===== src/rtl/fir_pkg.sv =====
// Shared types and constants for the sequential FIR MAC block.
package fir_pkg;

  typedef enum logic [1:0] {
    IDLE,
    MAC,
    OUT
  } state_t;

  function automatic int acc_width(int n, int t);
    return 2 * n + $clog2(t);
  endfunction

  function automatic longint sat_hi(int n);
    return (longint'(1) <<< (n - 1)) - 1;
  endfunction

  function automatic longint sat_lo(int n);
    return -(longint'(1) <<< (n - 1));
  endfunction

endpackage


===== src/rtl/fir_mac_unit.sv =====
// Signed multiply-accumulate with a wide accumulator,
// arithmetic shift and saturation to the sample width.
module fir_mac_unit
  import fir_pkg::*;
#(
  parameter int NUM_TAPS    = 8,
  parameter int NUMBER_SIZE = 16,
  parameter int SHIFT       = 0
) (
  input  logic                          clk,
  input  logic                          rst_n,
  input  logic                          ena,
  input  logic                          clr,
  input  logic                          step,
  input  logic signed [NUMBER_SIZE-1:0] coeff,
  input  logic signed [NUMBER_SIZE-1:0] sample,
  output logic signed [NUMBER_SIZE-1:0] res
);

  localparam int N  = NUMBER_SIZE;
  localparam int AW = acc_width(N, NUM_TAPS);
  localparam logic signed [AW-1:0] HI = AW'(sat_hi(N));
  localparam logic signed [AW-1:0] LO = AW'(sat_lo(N));

  logic signed [2*N-1:0] prod;
  logic signed [AW-1:0]  acc;
  logic signed [AW-1:0]  sh;

  assign prod = (2*N)'(coeff) * (2*N)'(sample);
  assign sh   = acc >>> SHIFT;

  always_ff @(posedge clk or negedge rst_n) begin
    if (!rst_n) begin
      acc <= '0;
    end else if (ena) begin
      if (clr) begin
        acc <= '0;
      end else if (step) begin
        acc <= acc + AW'(prod);
      end
    end
  end

  always_comb begin
    res = sh[N-1:0];
    if (sh > HI) begin
      res = HI[N-1:0];
    end else if (sh < LO) begin
      res = LO[N-1:0];
    end
  end

endmodule


===== src/rtl/fir_seq_mac.sv =====
// Sequential FIR filter: one tap per cycle, one sample in flight,
// valid/ready on both the sample and the result side.
module fir_seq_mac
  import fir_pkg::*;
#(
  parameter int NUM_TAPS    = 8,
  parameter int NUMBER_SIZE = 16,
  parameter int SHIFT       = 0
) (
  input  logic                          clk,
  input  logic                          rst_n,
  input  logic                          ena,
  input  logic                          coeff_we,
  input  logic [$clog2(NUM_TAPS)-1:0]   coeff_addr,
  input  logic signed [NUMBER_SIZE-1:0] coeff_data,
  input  logic                          in_valid,
  output logic                          in_ready,
  input  logic signed [NUMBER_SIZE-1:0] in_data,
  output logic                          out_valid,
  input  logic                          out_ready,
  output logic signed [NUMBER_SIZE-1:0] out_data,
  output logic                          busy
);

  localparam int CW = $clog2(NUM_TAPS);
  localparam logic [CW-1:0] LAST = CW'(NUM_TAPS - 1);

  state_t state;
  state_t state_nx;

  logic [CW-1:0]                 cnt;
  logic signed [NUMBER_SIZE-1:0] coef [NUM_TAPS];
  logic signed [NUMBER_SIZE-1:0] dl   [NUM_TAPS];
  logic signed [NUMBER_SIZE-1:0] res;
  logic                          accept;
  logic                          wr;

  assign accept = in_valid & in_ready;
  assign wr = ena & coeff_we & (state == IDLE)
            & (int'(coeff_addr) < NUM_TAPS);

  always_ff @(posedge clk or negedge rst_n) begin
    if (!rst_n) begin
      state <= IDLE;
    end else begin
      state <= state_nx;
    end
  end

  always_comb begin
    state_nx = state;
    if (ena) begin
      unique case (state)
        IDLE: if (accept) state_nx = MAC;
        MAC:  if (cnt == LAST) state_nx = OUT;
        OUT:  if (out_valid & out_ready) state_nx = IDLE;
        default: state_nx = IDLE;
      endcase
    end
  end

  // rst_n gates in_ready so nothing is offered while reset is held
  always_comb begin
    in_ready = rst_n & ena & (state == IDLE);
    busy     = (state != IDLE);
  end

  always_ff @(posedge clk or negedge rst_n) begin
    if (!rst_n) begin
      cnt       <= '0;
      out_valid <= 1'b0;
      out_data  <= '0;
      for (int i = 0; i < NUM_TAPS; i++) begin
        coef[i] <= '0;
        dl[i]   <= '0;
      end
    end else if (ena) begin
      if (wr) begin
        coef[coeff_addr] <= coeff_data;
      end
      if (accept) begin
        dl[0] <= in_data;
        for (int i = 1; i < NUM_TAPS; i++) begin
          dl[i] <= dl[i-1];
        end
        cnt <= '0;
      end else if (state == MAC) begin
        cnt <= cnt + 1'b1;
      end
      // first OUT cycle registers the result; it then holds until taken
      if (state == OUT) begin
        if (!out_valid) begin
          out_valid <= 1'b1;
          out_data  <= res;
        end else if (out_ready) begin
          out_valid <= 1'b0;
        end
      end
    end
  end

  fir_mac_unit #(
    .NUM_TAPS   (NUM_TAPS),
    .NUMBER_SIZE(NUMBER_SIZE),
    .SHIFT      (SHIFT)
  ) u_mac (
    .clk   (clk),
    .rst_n (rst_n),
    .ena   (ena),
    .clr   (accept),
    .step  (state == MAC),
    .coeff (coef[cnt]),
    .sample(dl[cnt]),
    .res   (res)
  );

endmodule


===== config.mk =====
export PLATFORM = sky130hd
export DESIGN_NAME = fir_seq_mac
export DESIGN_NICKNAME = d
export VERILOG_FILES = /design/src/rtl/fir_pkg.sv /design/src/rtl/fir_mac_unit.sv /design/src/rtl/fir_seq_mac.sv
export SDC_FILE = /design/constraint.sdc
export NUM_CORES = 1
export LEC_CHECK = 0
export ABC_AREA = 1
export CAP_MARGIN = 15
export CORE_ASPECT_RATIO = 1.1
export CORE_MARGIN = 10
export CORE_UTILIZATION = 64
export CTS_CLUSTER_DIAMETER = 30
export DETAILED_ROUTE_END_ITERATION = 12
export GPL_TIMING_DRIVEN = 1
export HOLD_SLACK_MARGIN = 0.15
export PLACE_DENSITY = 0.85
export SYNTH_ARGS = -nofsm -noshare
export SYNTH_HDL_FRONTEND = slang
export SYNTH_SLANG_ARGS = --single-unit
export TNS_END_PERCENT = 10

===== constraint.sdc =====
create_clock -name clk -period 7.9 [get_ports clk]
set_input_delay 0.79 -clock clk [delete_from_list [all_inputs] [get_ports clk]]
set_output_delay 0.79 -clock clk [all_outputs]
set_load 0.05 [all_outputs]

==> impl_metrics.tcl, run 1 <==
set metrics [dict create \
    yosysSeqAreaShare_pct 30.1 \
    finalSetupViolCount 0 \
    synth_edf_count 0 \
    fin_nets 3636 \
    viasPerCell 5.83 \
    synth_area_um2 26000 \
    antenna_found_initial 0 \
    vias 21800 \
    rows 77 \
    hpwlAfterDp_um 52600 \
    wl_per_cell_um 19.7 \
    io_pins 60 \
    slew_viol_final 0 \
    criticalPathCategory "reg -> reg" \
    start_util_pct 64.7 \
    dominantRegCellSynth "dfrtp_1" \
    clock_latency_ns 0.62 \
    drtIter0Drc 2054 \
    synthDistinctLibCells 42 \
    synth_seq_cells 313 \
    drc_errors 0 \
    gp_congestion 1.05 \
    setup_tns_ns 0 \
    grt_pass1_wl_um 119000 \
    end_kind "flip-flop" \
    drt_wl_total_um 73800 \
    core_area_um2 40200 \
    clk_pin_slew_worst_paths_ns 0.05 \
    status "finished, final reports clean" \
    max-cap-violations 0 \
    slew_headroom_pct 23.8 \
    startpoint_type "flip-flop" \
    cts_tree "done" \
    die_h_um 231 \
    layout-drive-gt1-share_pct 6.99 \
    synthCells 3155 \
    synth_warnings 0 \
    skew_ns 0.0435 \
    htree_levels 3 \
    seqCellArea_um2 7840 \
    fill_cells 2808 \
    critPathMaxFanout 32 \
    hold_viol 0 \
    grt_overflow 0 \
    cts.sinks 313 \
    post-route-period-util_pct 95.3 \
    clockBufferDepth 3 \
    syn2layout_area_growth_pct 12.7 \
    grt_pass1_vias 23100 \
    synthArstFlopShare_pct 100 \
    dieArea_um2 49100 \
    dr.pass1.iters 8 \
    die_w_um 212 \
    diodes 0 \
    rsz0062_at_grt "no" \
    tightest_slew_ns 1.14 \
    syn_area_per_cell_um2 8.24 \
    grt_start_max_net_pins 106 \
    clock-root-buffer "clkbuf_16" \
    grt_use_total_pct 30.6 \
    multi_input_area_um2 15100 \
    syn_nets 3612 \
    period_needed_ns 7.53 \
    cts_buffers 66 \
    ant_nets 0 \
    io_buffers 59 \
    max_freq_mhz 133 \
    hp-class "in -> async" \
    arrival_ns 7.98 \
    critPathMaxStageDelay_ns 0.56 \
    slowest_stage "fa_1" \
    cp.required_ns 8.35 \
]
[area by class of cell]
| class | instances | area share [%] |
|---|---|---|
| clock inverter | 46 | 2.48 |
| inverter | 611 | 7.84 |
| tap | 513 | 2.19 |
| clock buffer | 74 | 5.91 |
| multi-input combinational | 2095 | 51.6 |
| timing repair buffer | 92 | 3.19 |
| sequential | 313 | 26.7 |
[per-layer routing]
metal | share of wire (%) | GRT usage [%] | wire length, µm | vias up
met3 | 7.4 | 5.12 | 5450 | 223
met1 | 36 | 35.6 | 26600 | 10800
met5 | 0 | 0 | 0 | -
met2 | 51 | 52.4 | 37400 | 1055
met4 | 5.9 | 18.5 | 4320 | 0
li1 | - | - | - | 9782
[sequential cells by signal, summed over array words and instances (netlist names)]
name,flops
state,2
out_valid,1
dl,128
out_data,16
coef,128
cnt,3
u_mac.acc,35
[kinds of logic after synthesis]
kind of cell	after synthesis	share of synthesized area, %
and+or+nand+nor	1063	16.0
buffers and inverters	747	11.8
DFF	313	30.1
adders and majority gates	416	29.0
xor gates and xnor gates	5	0.168
AOI/OAI and AO/OA	610	12.9
muxes	1	0.0433
[metrics by stage]
stage,setup slack [ns],hold WS (ns),std cells,utilization (%),area (µm²)
2_1_floorplan,1.59,0.448,3155,-,26000
3_3_place_gp,0.467,0.461,3622,66.7,26800
3_5_place_dp,0.311,0.468,3622,66.7,26800
4_1_cts,0.247,0.224,3742,72.8,29200
5_1_grt,0.0290,0.260,3744,72.9,29300
6_report,0.372,0.211,3744,72.9,29300
[what timing repair did]
item                                    4_1_cts  5_1_grt
resized for setup                             0        6
hold buffers                                  0        0
buffers inserted                              0        0
endpoints found under the setup margin        0        6
hold endpoints to repair                      0        0
[final timing paths]
kind                            slack, ns    from  depth (start not counted)            end
worst min-delay path                 0.21   rst_n                          1    out_data[8]
worst max-delay path                 0.37  cnt[0]                         30  u_mac.acc[23]
min in group clk                     0.48   dl[6]                          2          dl[6]
max in group asynchronous            5.24   rst_n                          3         cnt[0]
worst max register to register       0.37  cnt[0]                         30  u_mac.acc[23]
worst min register to register       0.48   dl[6]                          2          dl[6]
[synth_stat cells, types with 6 or more instances]
cell	n	area [µm²]
o22ai_1	29	181
ha_1	106	1330
nand4_1	17	106
o21ai_0	364	1820
nand3_1	43	215
a31oi_1	16	100
o21bai_1	8	60.1
nor3_1	7	35.0
a21oi_1	124	621
o21ai_2	16	140
inv_1	586	2200
nand2_1	668	2510
fa_1	310	6210
buf_4	12	90.1
o21ai_1	28	140
clkbuf_1	55	206
nor4_1	6	37.5
inv_2	24	90.1
dfrtp_1	313	7830
buf_2	44	220
buf_6	21	236
o21ai_4	9	146
nor2_1	304	1140
nor2_2	9	56.3
[placed cells by master (no fill, tap or decap), types with 17 or more instances in the layout]
cell type,count
o21ai_2,20
inv_2,23
clkbuf_16,66
a21oi_1,124
ha_1,106
nand4_1,17
o21ai_1,23
fa_1,310
inv_1,586
nand2_1,667
clkdlybuf4s50_1,58
dfrtp_1,311
buf_4,26
o21ai_0,364
nand3_1,43
nor2_1,303
o22ai_1,29
[critical path, delay by kind of cell, from the launching register on]
family | cells | cell delay [ns]
adder cells (fa/ha/maj) | 7 | 3.37
flip-flops | 1 | 0.51
AO/OA/AOI/OAI | 4 | 0.80
AND/OR/NAND/NOR | 10 | 1.39
buffers and inverters | 9 | 1.28
Power of run 1 is not shown: default switching activity piles up to over one toggle a cycle in this logic, so the estimate is an artifact.
==> inputs of run 2 (changes only) <==
GPL_TIMING_DRIVEN = unset   (was 1)
==> results of run 2 <==
No change in the layout: final DEF, timing and power equal those of run 1.
Power of run 2 is left out for the same reason.
